## src/rtl/intan_spi_responder_pkg.sv

```systemverilog
// Command set, ROM contents and the command decoder shared by the Intan responder.
package intan_emu_pkg;

  localparam logic [15:0] CMD_CALIBRATE_W = 16'h5500;
  localparam logic [15:0] CMD_CLEAR_W     = 16'h6A00;
  localparam int          WRITABLE_MAX    = 17;
  localparam int          NUM_REGS        = WRITABLE_MAX + 1;

  typedef enum logic [2:0] {
    CMD_CONVERT, CMD_CALIBRATE, CMD_CLEAR, CMD_WRITE, CMD_READ, CMD_OTHER
  } cmd_e;

  typedef enum logic {ST_IDLE, ST_FRAME} state_e;

  typedef logic [NUM_REGS-1:0][7:0] regfile_t;

  typedef struct packed {
    cmd_e        kind;
    logic [5:0]  addr;
    logic [7:0]  data;
    logic [15:0] a;
    logic [15:0] b;
  } decode_t;

  function automatic logic [7:0] rom_read(input logic [5:0] r);
    case (r)
      6'd40:   return 8'h49;
      6'd41:   return 8'h4E;
      6'd42:   return 8'h54;
      6'd43:   return 8'h41;
      6'd44:   return 8'h4E;
      6'd60:   return 8'h01;
      6'd61:   return 8'h00;
      6'd62:   return 8'h40;
      6'd63:   return 8'h04;
      default: return 8'h00;
    endcase
  endfunction

  function automatic decode_t decode(input logic [15:0] w, input logic [9:0] samp,
                                     input regfile_t regs);
    decode_t d;
    d.kind = CMD_OTHER;
    d.addr = w[13:8];
    d.data = w[7:0];
    d.a    = '0;
    d.b    = '0;
    case (w[15:14])
      2'b00: begin
        d.kind = CMD_CONVERT;
        d.a    = {w[13:8], samp};
        d.b    = ~d.a;
      end
      2'b10: begin
        // Echo is returned even when the target is not writable.
        d.kind = CMD_WRITE;
        d.a    = {8'hFF, w[7:0]};
        d.b    = d.a;
      end
      2'b11: begin
        d.kind = CMD_READ;
        d.a    = {8'h00, (w[13:8] <= 6'(WRITABLE_MAX)) ? regs[5'(w[13:8])] : rom_read(w[13:8])};
        d.b    = d.a;
      end
      default: begin
        if (w == CMD_CALIBRATE_W)  d.kind = CMD_CALIBRATE;
        else if (w == CMD_CLEAR_W) d.kind = CMD_CLEAR;
      end
    endcase
    return d;
  endfunction

endpackage

```

## src/rtl/intan_spi_responder_if.sv

```systemverilog
// CSn/SCLK/COPI/CIPO link between the acquisition controller and the emulated headstage.
interface intan_spi_responder_if;
  logic csn;
  logic sclk;
  logic copi;
  logic cipo0;
  logic cipo1;

  modport master (output csn, sclk, copi, input  cipo0, cipo1);
  modport slave  (input  csn, sclk, copi, output cipo0, cipo1);
endinterface

```

## src/rtl/intan_spi_responder_sync_edge.sv

```systemverilog
// Two-flop synchronizer for an asynchronous pin with rise/fall pulses from a third stage.
module intan_sync_edge #(
  parameter logic RST_VAL = 1'b0
) (
  input  logic clk,
  input  logic rstn,
  input  logic d_i,
  output logic lvl_o,
  output logic rise_o,
  output logic fall_o
);
  logic [2:0] sh_q;

  always_ff @(posedge clk) begin
    if (!rstn) sh_q <= {3{RST_VAL}};
    else       sh_q <= {sh_q[1:0], d_i};
  end

  assign lvl_o  = sh_q[1];
  assign rise_o =  sh_q[1] & ~sh_q[2];
  assign fall_o = ~sh_q[1] &  sh_q[2];
endmodule

```

## src/rtl/intan_spi_responder.sv

```systemverilog
// Emulated RHD2164 pair: receives 16-bit commands, returns 32-bit DDR results two frames later
// on cipo0/cipo1 through a selectable cable-delay line.
module intan_spi_responder
  import intan_emu_pkg::*;
#(
  parameter int          MAX_DELAY  = 16,
  parameter logic [15:0] CIPO1_SALT = 16'hA5A5,
  localparam int         DW         = $clog2(MAX_DELAY)
) (
  input  logic                   clk,
  input  logic                   rstn,
  intan_spi_responder_if.slave   spi,
  input  logic [DW-1:0]          delay_cyc_i,
  output logic [31:0]            cmd_count_o,
  output logic [15:0]            last_cmd_o,
  output logic                   protocol_err_o
);
  localparam logic [31:0] SALT32 = {CIPO1_SALT, CIPO1_SALT};

  logic csn_lvl, csn_rise, csn_fall;
  logic sclk_lvl, sclk_rise, sclk_fall;
  logic copi_lvl, copi_rise, copi_fall;

  // CSn idles high, so its synchronizer resets high to avoid a phantom frame start.
  intan_sync_edge #(.RST_VAL(1'b1)) u_sync_csn (
    .clk(clk), .rstn(rstn), .d_i(spi.csn),  .lvl_o(csn_lvl),  .rise_o(csn_rise),  .fall_o(csn_fall));
  intan_sync_edge #(.RST_VAL(1'b0)) u_sync_sclk (
    .clk(clk), .rstn(rstn), .d_i(spi.sclk), .lvl_o(sclk_lvl), .rise_o(sclk_rise), .fall_o(sclk_fall));
  intan_sync_edge #(.RST_VAL(1'b0)) u_sync_copi (
    .clk(clk), .rstn(rstn), .d_i(spi.copi), .lvl_o(copi_lvl), .rise_o(copi_rise), .fall_o(copi_fall));

  logic unused_edges;
  assign unused_edges = ^{sclk_lvl, copi_rise, copi_fall};

  state_e         state_q, state_d;
  logic [15:0]    rx_q, rx_d;
  logic [4:0]     bit_cnt_q, bit_cnt_d;
  logic [31:0]    tx0_q, tx0_d, tx1_q, tx1_d;
  logic [4:0]     tx_cnt_q, tx_cnt_d;
  logic [31:0]    head_q, head_d, tail_q, tail_d;
  logic [9:0]     samp_q, samp_d;
  regfile_t       regs_q, regs_d;
  logic [31:0]    cnt_q, cnt_d;
  logic [15:0]    last_q, last_d;
  logic           err_q, err_d;
  logic [MAX_DELAY-1:0] dl0_q, dl1_q;

  decode_t dec;
  logic    tx_bit0, tx_bit1;

  assign dec     = decode(rx_q, samp_q, regs_q);
  assign tx_bit0 = (state_q == ST_FRAME) & tx0_q[31];
  assign tx_bit1 = (state_q == ST_FRAME) & tx1_q[31];

  always_comb begin
    state_d   = state_q;
    rx_d      = rx_q;
    bit_cnt_d = bit_cnt_q;
    tx0_d     = tx0_q;
    tx1_d     = tx1_q;
    tx_cnt_d  = tx_cnt_q;
    head_d    = head_q;
    tail_d    = tail_q;
    samp_d    = samp_q;
    regs_d    = regs_q;
    cnt_d     = cnt_q;
    last_d    = last_q;
    err_d     = err_q;
    case (state_q)
      ST_IDLE: begin
        if (csn_fall) begin
          state_d   = ST_FRAME;
          bit_cnt_d = '0;
          tx0_d     = head_q;
          tx1_d     = head_q ^ SALT32;
          tx_cnt_d  = '0;
        end
      end
      default: begin
        // CSn events win over a coincident SCLK edge.
        if (csn_rise) begin
          state_d = ST_IDLE;
          if (bit_cnt_q == 5'd16) begin
            cnt_d  = cnt_q + 32'd1;
            last_d = rx_q;
            head_d = tail_q;
            tail_d = {dec.a, dec.b};
            if (dec.kind == CMD_CONVERT && dec.addr == 6'd63) samp_d = samp_q + 10'd1;
            if (dec.kind == CMD_WRITE && dec.addr <= 6'(WRITABLE_MAX))
              regs_d[5'(dec.addr)] = dec.data;
          end else begin
            err_d = 1'b1;
          end
        end else if (!csn_lvl) begin
          if (sclk_rise) begin
            rx_d = {rx_q[14:0], copi_lvl};
            if (bit_cnt_q != 5'd17) bit_cnt_d = bit_cnt_q + 5'd1;
          end
          if ((sclk_rise || sclk_fall) && tx_cnt_q != 5'd31) begin
            tx0_d    = tx0_q << 1;
            tx1_d    = tx1_q << 1;
            tx_cnt_d = tx_cnt_q + 5'd1;
          end
        end
      end
    endcase
  end

  always_ff @(posedge clk) begin
    if (!rstn) begin
      state_q   <= ST_IDLE;
      rx_q      <= '0;
      bit_cnt_q <= '0;
      tx0_q     <= '0;
      tx1_q     <= '0;
      tx_cnt_q  <= '0;
      head_q    <= '0;
      tail_q    <= '0;
      samp_q    <= '0;
      regs_q    <= '0;
      cnt_q     <= '0;
      last_q    <= '0;
      err_q     <= 1'b0;
      dl0_q     <= '0;
      dl1_q     <= '0;
    end else begin
      state_q   <= state_d;
      rx_q      <= rx_d;
      bit_cnt_q <= bit_cnt_d;
      tx0_q     <= tx0_d;
      tx1_q     <= tx1_d;
      tx_cnt_q  <= tx_cnt_d;
      head_q    <= head_d;
      tail_q    <= tail_d;
      samp_q    <= samp_d;
      regs_q    <= regs_d;
      cnt_q     <= cnt_d;
      last_q    <= last_d;
      err_q     <= err_d;
      dl0_q     <= {dl0_q[MAX_DELAY-2:0], tx_bit0};
      dl1_q     <= {dl1_q[MAX_DELAY-2:0], tx_bit1};
    end
  end

  // Tap 0 already sits one register after the tx bit, giving 3 + delay + 1 clk pin to pin.
  assign spi.cipo0      = dl0_q[delay_cyc_i];
  assign spi.cipo1      = dl1_q[delay_cyc_i];
  assign cmd_count_o    = cnt_q;
  assign last_cmd_o     = last_q;
  assign protocol_err_o = err_q;
endmodule

```

## src/flat_wrapper.sv

```systemverilog
// flat-port wrapper written by rule: the top's interface ports become plain ports
module intan_spi_responder_flat import intan_emu_pkg::*;
#(
  parameter int          MAX_DELAY  = 16,
  parameter logic [15:0] CIPO1_SALT = 16'hA5A5,
  localparam int         DW         = $clog2(MAX_DELAY)
)
  (clk, rstn, delay_cyc_i, cmd_count_o, last_cmd_o, protocol_err_o, spi_csn, spi_sclk, spi_copi, spi_cipo0, spi_cipo1);
  intan_spi_responder_if spi_i ();
  input  logic clk;
  input  logic rstn;
  input  logic [DW-1:0] delay_cyc_i;
  output logic [31:0] cmd_count_o;
  output logic [15:0] last_cmd_o;
  output logic protocol_err_o;
  input wire logic [$bits(spi_i.csn)-1:0] spi_csn;
  input wire logic [$bits(spi_i.sclk)-1:0] spi_sclk;
  input wire logic [$bits(spi_i.copi)-1:0] spi_copi;
  output wire logic [$bits(spi_i.cipo0)-1:0] spi_cipo0;
  output wire logic [$bits(spi_i.cipo1)-1:0] spi_cipo1;
  assign spi_i.csn = spi_csn;
  assign spi_i.sclk = spi_sclk;
  assign spi_i.copi = spi_copi;
  assign spi_cipo0 = spi_i.cipo0;
  assign spi_cipo1 = spi_i.cipo1;
  intan_spi_responder #(.MAX_DELAY(MAX_DELAY), .CIPO1_SALT(CIPO1_SALT)) u_core (.clk(clk), .rstn(rstn), .spi(spi_i), .delay_cyc_i(delay_cyc_i), .cmd_count_o(cmd_count_o), .last_cmd_o(last_cmd_o), .protocol_err_o(protocol_err_o));
endmodule
```

## config.mk

```make
export PLATFORM = sky130hd
export DESIGN_NAME = intan_spi_responder_flat
export DESIGN_NICKNAME = d
export VERILOG_FILES = /design/src/rtl/intan_spi_responder_pkg.sv /design/src/rtl/intan_spi_responder_if.sv /design/src/rtl/intan_spi_responder_sync_edge.sv /design/src/rtl/intan_spi_responder.sv /design/src/flat_wrapper.sv
export SDC_FILE = /design/constraint.sdc
export NUM_CORES = 1
export LEC_CHECK = 0
export ABC_AREA = 1
export BUFFER_PORTS_ARGS = -buffer_cell sky130_fd_sc_hd__buf_2
export CAP_MARGIN = 20
export CORE_MARGIN = 2
export CORE_UTILIZATION = 66
export CTS_BUF_LIST = sky130_fd_sc_hd__clkbuf_16
export CTS_CLUSTER_DIAMETER = 150
export CTS_CLUSTER_SIZE = 25
export DETAILED_ROUTE_END_ITERATION = 12
export PLACE_DENSITY = 0.94
export SYNTH_ARGS = -nofsm -noshare
export SYNTH_HDL_FRONTEND = slang
export SYNTH_HIERARCHICAL = 1
export SYNTH_SLANG_ARGS = --single-unit
```

## constraint.sdc

```tcl
create_clock -name clk -period 4.4 [get_ports clk]
set_input_delay 0.22 -clock clk [delete_from_list [all_inputs] [get_ports clk]]
set_output_delay 0.22 -clock clk [all_outputs]
set_load 0.02 [all_outputs]
```

==> flow_metrics.py <==
metrics = {
    "run_status": {
        "status": "completed",
    },
    "finish": {
        "syn_to_final_growth_pct": 4.35,
        "multi_input_area_sq_um": 7530,
        "drive_gt1_share_pct": 6.02,
        "instances_no_fill": 2606,
        "nets": 2292,
        "fill_cells": 1973,
        "ff_latch_area_sq_um": 7970,
        "diodes": 0,
    },
    "clock_network": {
        "clk_latency_ns": 0.53,
        "hold_buffers": 3,
        "cts_resized": 0,
        "cts_setup_buffers": 0,
        "cts_buffer_depth": 3,
        "htree_num_levels": 1,
        "cts_tree": "built",
        "numCtsBuffers": 19,
        "cts_sinks": 398,
        "root_buffer": "clkbuf_16",
        "path_clk_slew_ns": 0.10,
    },
    "place": {
        "port_buffers": 59,
        "dp_cells": 2581,
        "hpwl_um": 27200,
        "gp_congestion": 0.985,
    },
    "grt": {
        "grt_max_degree": 129,
        "grt_pass1_vias": 13943,
        "antenna_found_initial": 0,
        "track_usage_pct": 30.3,
        "grt_pass1_wl_um": 67300,
        "gr-total-overflow": 0,
    },
    "pwr": {
        "swShare_pct": 22.3,
        "pwr-share-seq_pct": 63.5,
        "p_int_w": 0.00449,
        "p_per_area_nw_per_um2": 329,
        "ir_drop_mv": 0.348,
        "p_leak_nw": 7.26,
        "clock_power_share_pct": 32.8,
        "pwr-share-comb_pct": 3.7,
        "netSwitchingPower_w": 0.00129,
        "finalPower_w": 0.00578,
    },
    "routing": {
        "wire_per_inst_um": 16.1,
        "drt_iter0_drc": 1824,
        "ant_nets": 0,
        "via_count": 15550,
        "drc_errors": 0,
        "wirelength_um": 42000,
        "via_per_inst": 5.97,
        "dr.pass1.iters": 6,
    },
    "sta": {
        "slew_headroom_pct": 27.7,
        "finalCriticalPeriod_ns": 3.13,
        "rsz0062_at_grt": "no",
        "finClkSkew_ns": 0.00992,
        "slew_viol_final": 0,
        "finalSetupTns_ns": 0,
        "worstMarginPinSlew_ns": 1.08,
        "hold_viol_final": 0,
        "holdWs_ns": 0.0301,
        "setup_viol": 0,
        "final.period_utilization_pct": 71.1,
        "timing.fmax_mhz": 320,
    },
    "setup_path": {
        "crit_path_max_fanout": 70,
        "cp-startpoint": "u_core/state_q$_SDFF_PN0_",
        "critPathArrivalTime_ns": 3.58,
        "timing.rr.start": "u_core/state_q$_SDFF_PN0_",
        "critPathKind": "register to register",
        "worstSetupEndpointType": "register",
        "critPathBufInv": 4,
        "cp_slowest_cell": "buf_4",
        "cpPeakStageDelay_ns": 0.54,
        "cp_num_cells": 13,
        "critPathTopFamily": "simple AND/OR/NAND/NOR gates",
        "cp_common_cell": "nand2_1",
        "path_cells": "buf_4 > nand2_1 > inv_2 > nand3_4 > inv_2 > buf_4 > nand3_1 > nor2_2 > nand2_1 > nor2_1 > nand2_1 > nand2_1 > nor3b_1",
        "startpoint_type": "register",
        "crit_required_ns": 4.85,
        "r2r_cells": 13,
    },
    "worst_hold_path": {
        "hold_depth": 2,
        "hold_start": "rstn",
        "hp-class": "input port to register",
    },
    "floorplan": {
        "coreArea_sq_um": 25100,
        "die_w_um": 164,
        "row_count": 58,
        "start_util_pct": 67.1,
        "pin_count": 60,
        "die_area_sq_um": 26800,
        "dieHeight_um": 164,
    },
    "synthesis": {
        "synthCells": 2325,
        "yosys_warnings": 6,
        "synth_area_sq_um": 16800,
        "synth.avg_cell_area_sq_um": 7.24,
        "syn-num-nets": 2341,
    },
    "flow_run": {
        "drv_cap": 0,
    },
}
==> layout by cell type, fill, tap and decap left out, drive strengths merged, types with 7 or more instances in the layout <==
master,count
a211oi,33
a21oi,266
a31oi,37
buf,73
clkbuf,19
dfxtp,398
ha,7
inv,187
mux2i,8
nand2,562
nand3,39
nand4,12
nor2,214
nor3,34
nor3b,9
o211ai,9
o21ai,308
o21bai,19
xor2,9
==> cell type report <==
type | count | share of cell area, %
clock buffer | 19 | 2.71
timing repair buffer | 76 | 2.60
multi-input combinational | 1590 | 42.8
tap | 330 | 2.35
clock inverter | 2 | 0.0712
inverter | 191 | 4.08
sequential | 398 | 45.4
==> final timing paths <==
| path | end | slack (ns) |
|---|---|---|
| worst max register to register | u_core/cmd_count_o[17]$_SDFFE_PN0P_ | 1.27 |
| worst max-delay path | u_core/cmd_count_o[17]$_SDFFE_PN0P_ | 1.27 |
| worst min-delay path | u_core/u_sync_csn/sh_q[0]$_SDFF_PN1_ | 0.03 |
| worst min register to register | u_core/u_sync_sclk/sh_q[1]$_SDFF_PN0_ | 0.41 |
==> state kept, by name, indices dropped and copies added, names as in the netlist, 5 cells and up <==
register and flops:
u_core/regs_q 144, u_core/cmd_count_o 32, u_core/head_q 32, u_core/tail_q 32, u_core/tx0_q 32, u_core/tx1_q 32, u_core/dl0_q 16, u_core/dl1_q 16
u_core/last_cmd_o 16, u_core/rx_q 16, u_core/samp_q 10, u_core/bit_cnt_q 5, u_core/tx_cnt_q 5
==> power groups by stage <==
stage               combinational [W]  clock, W  sequential (W)
floorplan                    0.000166         0         0.00374
global placement             0.000198         0         0.00375
detailed placement           0.000207         0         0.00375
CTS                          0.000210   0.00190         0.00367
global route                 0.000238   0.00204         0.00367
finish                       0.000215   0.00190         0.00367
==> routing by layer <==
metal	vias to the layer above	wire length (um)	track usage, %
li1	7514	-	-
met1	7128	17500	41.3
met2	787	19500	49.8
met3	121	3660	3.81
met4	0	1400	11.0
met5	-	0	0
==> worst reg2reg max path: stages (launching register included) <==
cell	delay, ns
dfxtp_2	0.34
buf_4	0.54
nand2_1	0.15
inv_2	0.13
nand3_4	0.18
inv_2	0.16
buf_4	0.44
nand3_1	0.25
nor2_2	0.25
nand2_1	0.14
nor2_1	0.14
nand2_1	0.08
nand2_1	0.08
nor3b_1	0.17
==> metrics by stage <==
stage	setup slack, ns	utilization, %	cell area [sq um]
floorplan	2.41	-	16800
global placement	1.46	67.8	17000
detailed placement	1.37	67.8	17000
CTS	1.36	69.9	17500
global route	0.908	70.0	17600
finish	1.27	70.0	17600
(Power assumes the default switching activity.)
